[src/rtl/mem_arbiter.sv]
// mem_arbiter: two-requester (instruction / data) arbiter in front of a single
// shared memory port. Each requester owns a one-deep pending register; an FSM
// issues one transaction at a time, pulses mem_valid for one cycle and routes
// the memory response back to the owning requester.

package mem_arbiter_pkg;

  // Request bundle as seen by (and forwarded to) the memory.
  typedef struct packed {
    logic        mem_valid;
    logic        mem_fence;
    logic        mem_instr;
    logic [31:0] mem_addr;
    logic [31:0] mem_wdata;
    logic [3:0]  mem_wstrb;
  } mem_in_type;

  // Response bundle returned by the memory.
  typedef struct packed {
    logic [31:0] mem_rdata;
    logic        mem_ready;
  } mem_out_type;

  typedef enum logic [1:0] {
    IDLE  = 2'd0,
    IBUSY = 2'd1,
    DBUSY = 2'd2
  } arb_state_t;

endpackage : mem_arbiter_pkg

module mem_arbiter
  import mem_arbiter_pkg::*;
#(
  // 1: alternate grants under contention; 0: data port always wins.
  parameter bit round_robin = 1'b1
) (
  input  logic        rst,
  input  logic        clk,
  input  mem_in_type  imem_in,
  output mem_out_type imem_out,
  input  mem_in_type  dmem_in,
  output mem_out_type dmem_out,
  output mem_in_type  mem_in,
  input  mem_out_type mem_out
);

  arb_state_t state;
  mem_in_type i_pend;   // instruction-side pending request
  mem_in_type d_pend;   // data-side pending request
  mem_in_type req_q;    // issued request, drives mem_in directly
  logic       last_d;   // 1 when the most recent grant went to the data port

  mem_in_type i_req;    // effective instruction request this cycle
  mem_in_type d_req;    // effective data request this cycle
  logic       grant_i;
  logic       grant_d;

  // Arbitration: a request arriving this cycle takes precedence over (and
  // replaces) the stored one, which gives the one-cycle request-to-issue path.
  always_comb begin
    // NOTE: every output of an always_comb gets a default first so that no
    // path leaves it unassigned; otherwise a latch would be inferred.
    i_req   = imem_in.mem_valid ? imem_in : i_pend;
    d_req   = dmem_in.mem_valid ? dmem_in : d_pend;
    grant_i = 1'b0;
    grant_d = 1'b0;
    if (state == IDLE) begin
      if (i_req.mem_valid && d_req.mem_valid) begin
        // Contention: round robin favours whoever was not served last.
        if (round_robin && last_d) begin
          grant_i = 1'b1;
        end else begin
          grant_d = 1'b1;
        end
      end else begin
        grant_i = i_req.mem_valid;
        grant_d = d_req.mem_valid;
      end
    end
  end

  // Pending registers: capture every valid request, drop the entry once granted.
  always_ff @(posedge clk or negedge rst) begin
    // NOTE: sequential state uses non-blocking assignments only, so every
    // register samples values from before the edge regardless of block order.
    if (!rst) begin
      i_pend <= '0;
      d_pend <= '0;
    end else begin
      if (grant_i) begin
        i_pend.mem_valid <= 1'b0;
      end else if (imem_in.mem_valid) begin
        i_pend <= imem_in;
      end

      if (grant_d) begin
        d_pend.mem_valid <= 1'b0;
      end else if (dmem_in.mem_valid) begin
        d_pend <= dmem_in;
      end
    end
  end

  // Control FSM: issue a grant from IDLE, wait for mem_ready in the busy state.
  always_ff @(posedge clk or negedge rst) begin
    if (!rst) begin
      state  <= IDLE;
      req_q  <= '0;
      last_d <= 1'b0;
    end else begin
      // mem_valid is a single-cycle pulse; the other fields are held.
      req_q.mem_valid <= 1'b0;
      case (state)
        IDLE: begin
          if (grant_d) begin
            state  <= DBUSY;
            req_q  <= d_req;
            last_d <= 1'b1;
          end else if (grant_i) begin
            state  <= IBUSY;
            req_q  <= i_req;
            last_d <= 1'b0;
          end
        end
        IBUSY, DBUSY: begin
          if (mem_out.mem_ready) begin
            state <= IDLE;
          end
        end
        default: state <= IDLE;
      endcase
    end
  end

  // Response routing: only the current owner sees the memory response, and
  // a ready arriving while idle is dropped.
  always_comb begin
    imem_out = '0;
    dmem_out = '0;
    if (mem_out.mem_ready) begin
      if (state == IBUSY) begin
        imem_out = mem_out;
      end else if (state == DBUSY) begin
        dmem_out = mem_out;
      end
    end
  end

  assign mem_in = req_q;

endmodule : mem_arbiter

[config.mk]
export PLATFORM = sky130hd
export DESIGN_NAME = mem_arbiter
export DESIGN_NICKNAME = d
export VERILOG_FILES = /design/src/rtl/mem_arbiter.sv
export SDC_FILE = /design/constraint.sdc
export NUM_CORES = 1
export LEC_CHECK = 0
export ABC_CLOCK_PERIOD_IN_PS = 2400
export CAP_MARGIN = 10
export CORE_MARGIN = 5
export CORE_UTILIZATION = 48
export CTS_CLUSTER_SIZE = 28
export DETAILED_ROUTE_END_ITERATION = 6
export PLACE_DENSITY_LB_ADDON = 0.08
export RECOVER_POWER = 25
export SYNTH_ARGS = -nofsm -noshare
export SYNTH_HDL_FRONTEND = slang
export SYNTH_SLANG_ARGS = --single-unit
export TNS_END_PERCENT = 1
[constraint.sdc]
create_clock -name clk -period 2.4 [get_ports clk]
set_clock_uncertainty 0.05 [all_clocks]
set_input_delay 0.36 -clock clk [delete_from_list [all_inputs] [get_ports clk]]
set_output_delay 0.36 -clock clk [all_outputs]
set_load 0.005 [all_outputs]
==> metrics.md, run 1 <==
| Metric | Value |
|---|---|
| End of the worst register-to-register path | `i_pend[23]$_DFFE_PN0P_` |
| Synth Instances | `833` |
| Routed wire length | `29,800 microns` |
| Yosys synthesis warning count | `0` |
| Final period utilization | `1.01` |
| Die outline area | `24,900 sq um` |
| Final hold violations | `0` |
| Part of the power in the clock network | `0.209` |
| Number of diodes added for antenna fixing | `0` |
| Fraction of power consumed by sequential logic | `0.358` |
| Ratio of cells with drive above 1 in the final layout | `0.198` |
| Part of the Yosys area used for sequential elements | `0.516` |
| Required time of the worst setup path | `1990 ps` |
| Clk pin slew, worst setup/hold paths | `60 ps` |
| Worst R2R Setup Slack | `310 ps` |
| Total leakage power | `7.22 nW` |
| Most numerous cell on the critical path | `buf_6` |
| Max Cap Violations | `1` |
| Largest fanout on the critical path | `8` |
| Max Root-Sink Buffers | `3` |
| Start-to-end type of the worst setup path | `flip-flop to output port` |
| Inserted Clock Buffers | `24` |
| Vias per cell | `5.50` |
| Switching power of the nets | `6.13 mW` |
| Critical R2R Launch | `state[0]$_DFFE_PN0P_` |
| Dominant register cell in the synthesized netlist | `dfrtp_1` |
| Routability congestion estimate from global placement | `0.856` |
| Cell type group with the largest total delay on the critical path | `buffers and inverters` |
| Area occupied by registers | `5410 sq um` |
| Switching power as a share of total power | `0.337` |
| Number of iterations in the first detailed-routing pass | `4` |
| Delay contributed by the slowest stage of the critical path | `380 ps` |
| Remaining global-route overflow | `0` |
| Max-slew headroom | `-0.231` |
| Total power | `18.2 mW` |
| Transition at the pin with the smallest max-transition slack | `1850 ps` |
| Iteration-0 DRC Markers | `318` |
| Final ANT Viol Nets | `0` |
| Number of instances in the placed design | `1,379` |
| Maximum VDD drop | `0.874 mV` |
| Net total in the final layout | `1,321` |
| Total number of H-tree levels | `1` |
| Clk_lat worst skew | `510 ps` |
| Commonest non-fill, non-tap cell in the layout | `clkdlybuf4s50_1` |
| Rows | `54` |
| Depth of the worst register-to-register path | `7` |
| Num Clock Sinks | `216` |
| Pin count of the biggest net entering global routing | `72` |
| Die extent in y | `158 microns` |
| Launching element type of the critical path | `flip-flop` |
| Launch point of the worst hold path | `imem_in[70]` |
| Number of antenna violations at the first check in global routing | `0` |
| Kind of capture point of the worst setup path | `output port` |
| Area Overhead vs Synth | `42.7%` |
| Filler cell count | `1,638` |
| Boundary pin count | `314` |
| Wire length of the first global-routing pass | `46,300 microns` |
| Commonest non-fill, non-tap cells in the layout | `246 x clkdlybuf4s50_1, 216 x dfrtp_1, 107 x mux2i_1, 105 x mux2_2, 70 x a32oi_1` |
| Number of failing setup endpoints in the final timing report | `7` |
| Fmax | `412 MHz` |
| HPWL Detailed | `19,400 microns` |
| Portion of total power attributed to combinational logic | `0.433` |
| Design internal power | `12.1 mW` |
| Setup repair after global routing missed its margin | `yes` |
| Cells taking the most area after synthesis | `dfrtp_1 52%, mux2_2 11%, mux2i_1 10%, mux2_1 7.3%, a32oi_1 5.8%` |
| Violated checks | `max-capacitance violations, max-slew violations, negative setup slack` |
| Initial Utilization | `0.483` |
| Async set-reset flop share out of synthesis | `1.00` |
| End of the worst hold path | `mem_in[38]$_DFFE_PN0P_` |
| Wirelength per Cell | `20.7 microns` |
| Flip-flop and latch count after synthesis | `216` |
| Non-filler instance count after layout | `1,439` |
| Post-synthesis net count | `1,013` |
| Depth of the worst hold-timing path | `3` |
| CP bufs+invs | `4` |
| CTS tree | `done` |
| Cells traversed along the worst timing path | `inv_2, ha_4, and2_4, nor2b_4, buf_6, buf_6, and2_1, clkdlybuf4s15_2` |
| Vias after detailed routing | `7,911` |
| Power density over the cells | `1220 nW/um^2` |
| Clock root buffer | `clkbuf_16` |
| Min-delay worst type | `input pin to flip-flop` |
| Area occupied by multi-input gates | `4650 sq um` |
| Shortest period the worst path allows | `2430 ps` |
| DRC violation count after routing | `0` |
| Aggregate global-route resource usage | `0.233` |
| Die width | `158 microns` |
| Max Transition Viols Final | `66` |
| Result of the run | `complete, but fails checks` |
| Cell Area, Synth | `10,500 sq um` |
| Number of flops mapped to enable cells by yosys | `0` |
| Arrival time worst endpoint | `2020 ps` |
| Via count of the first global-routing pass | `8,229` |
| Library cell with the largest summed area after synthesis | `dfrtp_1` |
| Cell type of the slowest stage on the worst timing path | `dfrtp_1` |
| Worst path setup slack after routing | `-29.7 ps` |
| Post-synth top area share | `0.516` |
| Count of buffers inserted at the top-level ports | `313` |
| Mean post-synth cell area | `12.6 sq um` |
| Placeable core region | `21,700 sq um` |
| Count of distinct cell types in the synthesized netlist | `28` |
[power groups by stage]
stage	clock network (mW)	registers, mW	logic (mW)
after global routing	4.06	6.75	8.62
after detailed placement	0	6.55	7.78
final	3.80	6.51	7.87
after CTS	3.89	6.51	7.90
after global placement	0	6.47	7.61
after floorplan	0	6.36	4.71
[layer usage]
metal	vias up	wire, microns	track usage
met5	-	0	0
met4	0	747	0.0610
met3	51	2280	0.0563
met2	246	14300	0.385
met1	3915	12500	0.309
li1	3699	-	-
[through the flow]
stage	instance area (sq um)	utilization	TNS (ps)	hold WS, ps	setup WS (ps)
after floorplan	10500	-	0	14.4	566
after global placement	13900	0.642	0	321	1.43
after detailed placement	13900	0.642	-714	320	-36.5
after CTS	14900	0.687	-5940	286	-174
after global routing	15000	0.689	-3320	324	-119
final	15000	0.689	-78.4	296	-29.7
[logic make-up after synthesis]
| family | count (synthesis) | synth area share |
|---|---|---|
| compound gates | 151 | 0.101 |
| fa+ha+maj | 3 | 0.00358 |
| buf+inv | 109 | 0.0480 |
| flops | 216 | 0.516 |
| mux | 280 | 0.288 |
| simple gates | 74 | 0.0437 |
[state kept, by name, summed over array words and instances (netlist names)]
register  flops
d_pend       71
i_pend       71
mem_in       71
state         2
last_d        1
[worst min-delay path, stage by stage]
cell and delay [ps]:
buf_4 210, mux2i_1 170, o21ai_1 70
[Yosys cell counts (8+ instances only)]
master	number
clkbuf_1	41
mux2_1	68
a32oi_1	70
inv_1	40
buf_6	8
and3_1	32
buf_2	15
o21ai_1	68
dfrtp_1	216
and2_1	34
mux2_2	105
mux2i_1	107
[worst max path at each step]
stage,start,end,slack (ps),depth (start not counted)
6_report,state[0]$_DFFE_PN0P_,dmem_out[5],-30,8
5_1_grt,state[1]$_DFFE_PN0P_,imem_out[17],-120,5
4_1_cts,state[0]$_DFFE_PN0P_,dmem_out[16],-170,9
3_5_place_dp,mem_out[0],dmem_out[18],-40,6
3_3_place_gp,mem_out[0],dmem_out[8],1,6
2_1_floorplan,state[0]$_DFFE_PN0P_,d_pend[0]$_DFFE_PN0N_,570,8
[final cells by class]
class	count	area share
Multi-Input combinational cell	508	0.311
Tap cell	280	0.0234
Clock buffer	36	0.0500
Timing Repair Buffer	351	0.238
Clock inverter	8	0.00619
Inverter	40	0.0100
Sequential cell	216	0.361
[what timing repair did]
action | CTS | global route
buffers inserted | 8 | 4
setup endpoints to repair | 65 | 65
gates resized for setup | 96 | 79
gates cloned | 3 | 0
pin swaps | 0 | 2
hold buffers | 1 | 0
hold endpoints to repair | 65 | 0
Note: power is estimated with default switching activity, not from simulation.
==> run 2: changes to the inputs <==
- ABC_CLOCK_PERIOD_IN_PS: 2400 -> 3000
- CORE_UTILIZATION: 48 -> 51
- clock period: 2.4 -> 3 ns (I/O delays scaled with it)
==> run 2 against run 1 <==
Net effect:
- the flow finishes with violations (max-capacitance violations, max-slew violations)
- wire length down 1.0%
- clock-buffer cell count down 2
- register-to-register slack better by 250 ps
- cell area down 2.7%
- first-iteration DRC count shrank 4.4%
- worst setup slack better by 200 ps
- non-clock buffer count down 17
- power decreased by 23%
- die area fell by 5.5%
- utilization increased by 3.0 points
- worst hold slack better by 140 ps
- via count shrank 1.2%
- critical path type unchanged
- critical endpoint is now dmem_out[19]
==> metrics.md, run 2 (synthesis gave the netlist of run 1 again) <==
| Metric | Value |
|---|---|
| Commonest non-fill, non-tap cell in the layout | `clkdlybuf4s50_1` |
| End of the worst register-to-register path | `mem_in[37]$_DFFE_PN0P_` |
| Arrival time worst endpoint | `2330 ps` |
| Cell type group with the largest total delay on the critical path | `buffers and inverters` |
| Result of the run | `complete, but fails checks` |
| Shortest period the worst path allows | `2830 ps` |
| Clk pin slew, worst setup/hold paths | `60 ps` |
| Maximum VDD drop | `0.962 mV` |
| Commonest non-fill, non-tap cells in the layout | `310 x clkdlybuf4s50_1, 216 x dfrtp_1, 107 x mux2i_1, 105 x mux2_2, 70 x a32oi_1` |
| Cells traversed along the worst timing path | `inv_1, ha_1, and2_1, nor2b_2, buf_8, and2_1, clkdlybuf4s50_1` |
| Wirelength per Cell | `20.9 microns` |
| Die width | `153 microns` |
| Depth of the worst register-to-register path | `6` |
| Min-delay worst type | `flip-flop to flip-flop` |
| Wire length of the first global-routing pass | `46,200 microns` |
| Filler cell count | `1,453` |
| Placeable core region | `20,200 sq um` |
| Post-Place Worst Slack | `383 ps` |
| Final ANT Viol Nets | `0` |
| Transition at the pin with the smallest max-transition slack | `1960 ps` |
| Routability congestion estimate from global placement | `0.875` |
| Vias per cell | `5.54` |
| Non-filler instance count after layout | `1,410` |
| Remaining global-route overflow | `0` |
| HPWL Detailed | `19,700 microns` |
| Final period utilization | `0.942` |
| Num Clock Sinks | `216` |
| Inserted Clock Buffers | `24` |
| Total cell area at the placement stage | `13,800 sq um` |
| Critical R2R Launch | `state[0]$_DFFE_PN0P_` |
| Launching element type of the critical path | `flip-flop` |
| Aggregate global-route resource usage | `0.243` |
| Total number of H-tree levels | `1` |
| Setup repair after global routing missed its margin | `no` |
| Number of iterations in the first detailed-routing pass | `4` |
| Post-route standard cell area excluding fillers | `14,600 sq um` |
| Max Transition Viols Final | `86` |
| Post-CTS setup buffer count | `0` |
| Worst setup path endpoint | `dmem_out[19]` |
| Max Root-Sink Buffers | `3` |
| Post-route setup TNS | `0 ps` |
| Delay contributed by the slowest stage of the critical path | `500 ps` |
| Iteration-0 DRC Markers | `304` |
| Clock root buffer | `clkbuf_16` |
| Final hold violations | `0` |
| Clk_lat worst skew | `520 ps` |
| Most numerous cell on the critical path | `and2_1` |
| Rows | `52` |
| CTS tree | `done` |
| Fmax | `354 MHz` |
| Kind of capture point of the worst setup path | `output port` |
| CP bufs+invs | `3` |
| Cell type of the slowest stage on the worst timing path | `clkdlybuf4s50_1` |
| Die outline area | `23,500 sq um` |
| Worst path setup slack after routing | `173 ps` |
| Total leakage power | `6.40 nW` |
| Vias after detailed routing | `7,815` |
| Die extent in y | `153 microns` |
| Max-slew headroom | `-0.305` |
| Via count of the first global-routing pass | `8,045` |
| Number of failing setup endpoints in the final timing report | `0` |
| Start-to-end type of the worst setup path | `flip-flop to output port` |
| Area Overhead vs Synth | `38.8%` |
| Total power | `14.1 mW` |
| Initial Utilization | `0.518` |
| Max Cap Violations | `1` |
| Crit path launch | `state[0]$_DFFE_PN0P_` |
| Ratio of cells with drive above 1 in the final layout | `0.149` |
| Power density over the cells | `967 nW/um^2` |
| DRC violation count after routing | `0` |
| Boundary pin count | `314` |
| Pin count of the biggest net entering global routing | `86` |
| Worst R2R Setup Slack | `560 ps` |
| Number of instances in the placed design | `1,367` |
| Stages on worst setup path | `7` |
| Routed wire length | `29,500 microns` |
| Violated checks | `max-capacitance violations, max-slew violations` |
| Net total in the final layout | `1,304` |
| Count of buffers inserted at the top-level ports | `313` |
| Required time of the worst setup path | `2500 ps` |
| Number of antenna violations at the first check in global routing | `2` |
| Largest fanout on the critical path | `32` |
==> run 2: cell count changes in the layout (fill, tap and decap cells not counted), moves of 2 or more <==
| cell | before | now |
|---|---|---|
| clkdlybuf4s50_1 | 246 | 310 |
| ha_4 | 2 | 0 |
| clkbuf_1 | 3 | 7 |
| buf_6 | 12 | 1 |
| buf_12 | 10 | 1 |
| and2_4 | 5 | 0 |
| buf_2 | 20 | 1 |
| clkdlybuf4s15_1 | 5 | 0 |
| clkbuf_8 | 8 | 3 |
| inv_1 | 38 | 40 |
| inv_2 | 2 | 0 |
| dlymetal6s2s_1 | 32 | 0 |
| clkdlybuf4s15_2 | 5 | 0 |
| and2_1 | 29 | 34 |
==> run 2: power breakdown <==
part	internal [mW]	switching, mW
clock network	1.64	1.16
registers	4.44	0.759
logic	3.16	2.92
==> run 2: how the worst min path moves through the flow <==
stage	start	end	slack, ps	depth (start not counted)
detailed placement	d_pend[58]$_DFFE_PN0N_	d_pend[58]$_DFFE_PN0N_	420	1
global placement	d_pend[49]$_DFFE_PN0N_	d_pend[49]$_DFFE_PN0N_	410	1
floorplan	rst	d_pend[0]$_DFFE_PN0N_	100	0
global route	d_pend[0]$_DFFE_PN0N_	d_pend[0]$_DFFE_PN0N_	440	1
CTS	d_pend[58]$_DFFE_PN0N_	d_pend[58]$_DFFE_PN0N_	430	1
finish	d_pend[5]$_DFFE_PN0N_	d_pend[5]$_DFFE_PN0N_	430	1
==> run 2: cell type report <==
cell class,instances,area [sq um],share of cell area
clock buffer,34,668,0.0459
timing repair buffer,334,3300,0.227
sequential,216,5410,0.371
multi-input combinational,508,4610,0.317
inverter,40,150,0.0103
clock inverter,7,75.1,0.00516
tap,270,338,0.0232
antenna,1,2.50,0.000172
==> run 2: routing by layer <==
layer | track usage | part of all wire | up-vias
met3 | 0.0568 | 0.064 | 39
met1 | 0.332 | 0.43 | 3895
met4 | 0.0500 | 0.020 | 2
li1 | - | - | 3657
met2 | 0.402 | 0.48 | 222
met5 | 0 | 0.00044 | -
==> run 2: through the flow <==
step / utilization / hold WS (ps)
3_3_place_gp: 0.682 / 413
6_report: 0.719 / 432
2_1_floorplan: - / 104
4_1_cts: 0.719 / 435
5_1_grt: 0.719 / 442
3_5_place_dp: 0.682 / 422
==> run 2: repair_timing <==
action | in CTS | in global routing
setup endpoints to repair | 0 | 51
hold buffers | 1 | 0
endpoints found under the hold margin | 81 | 0
resized for setup | 0 | 4
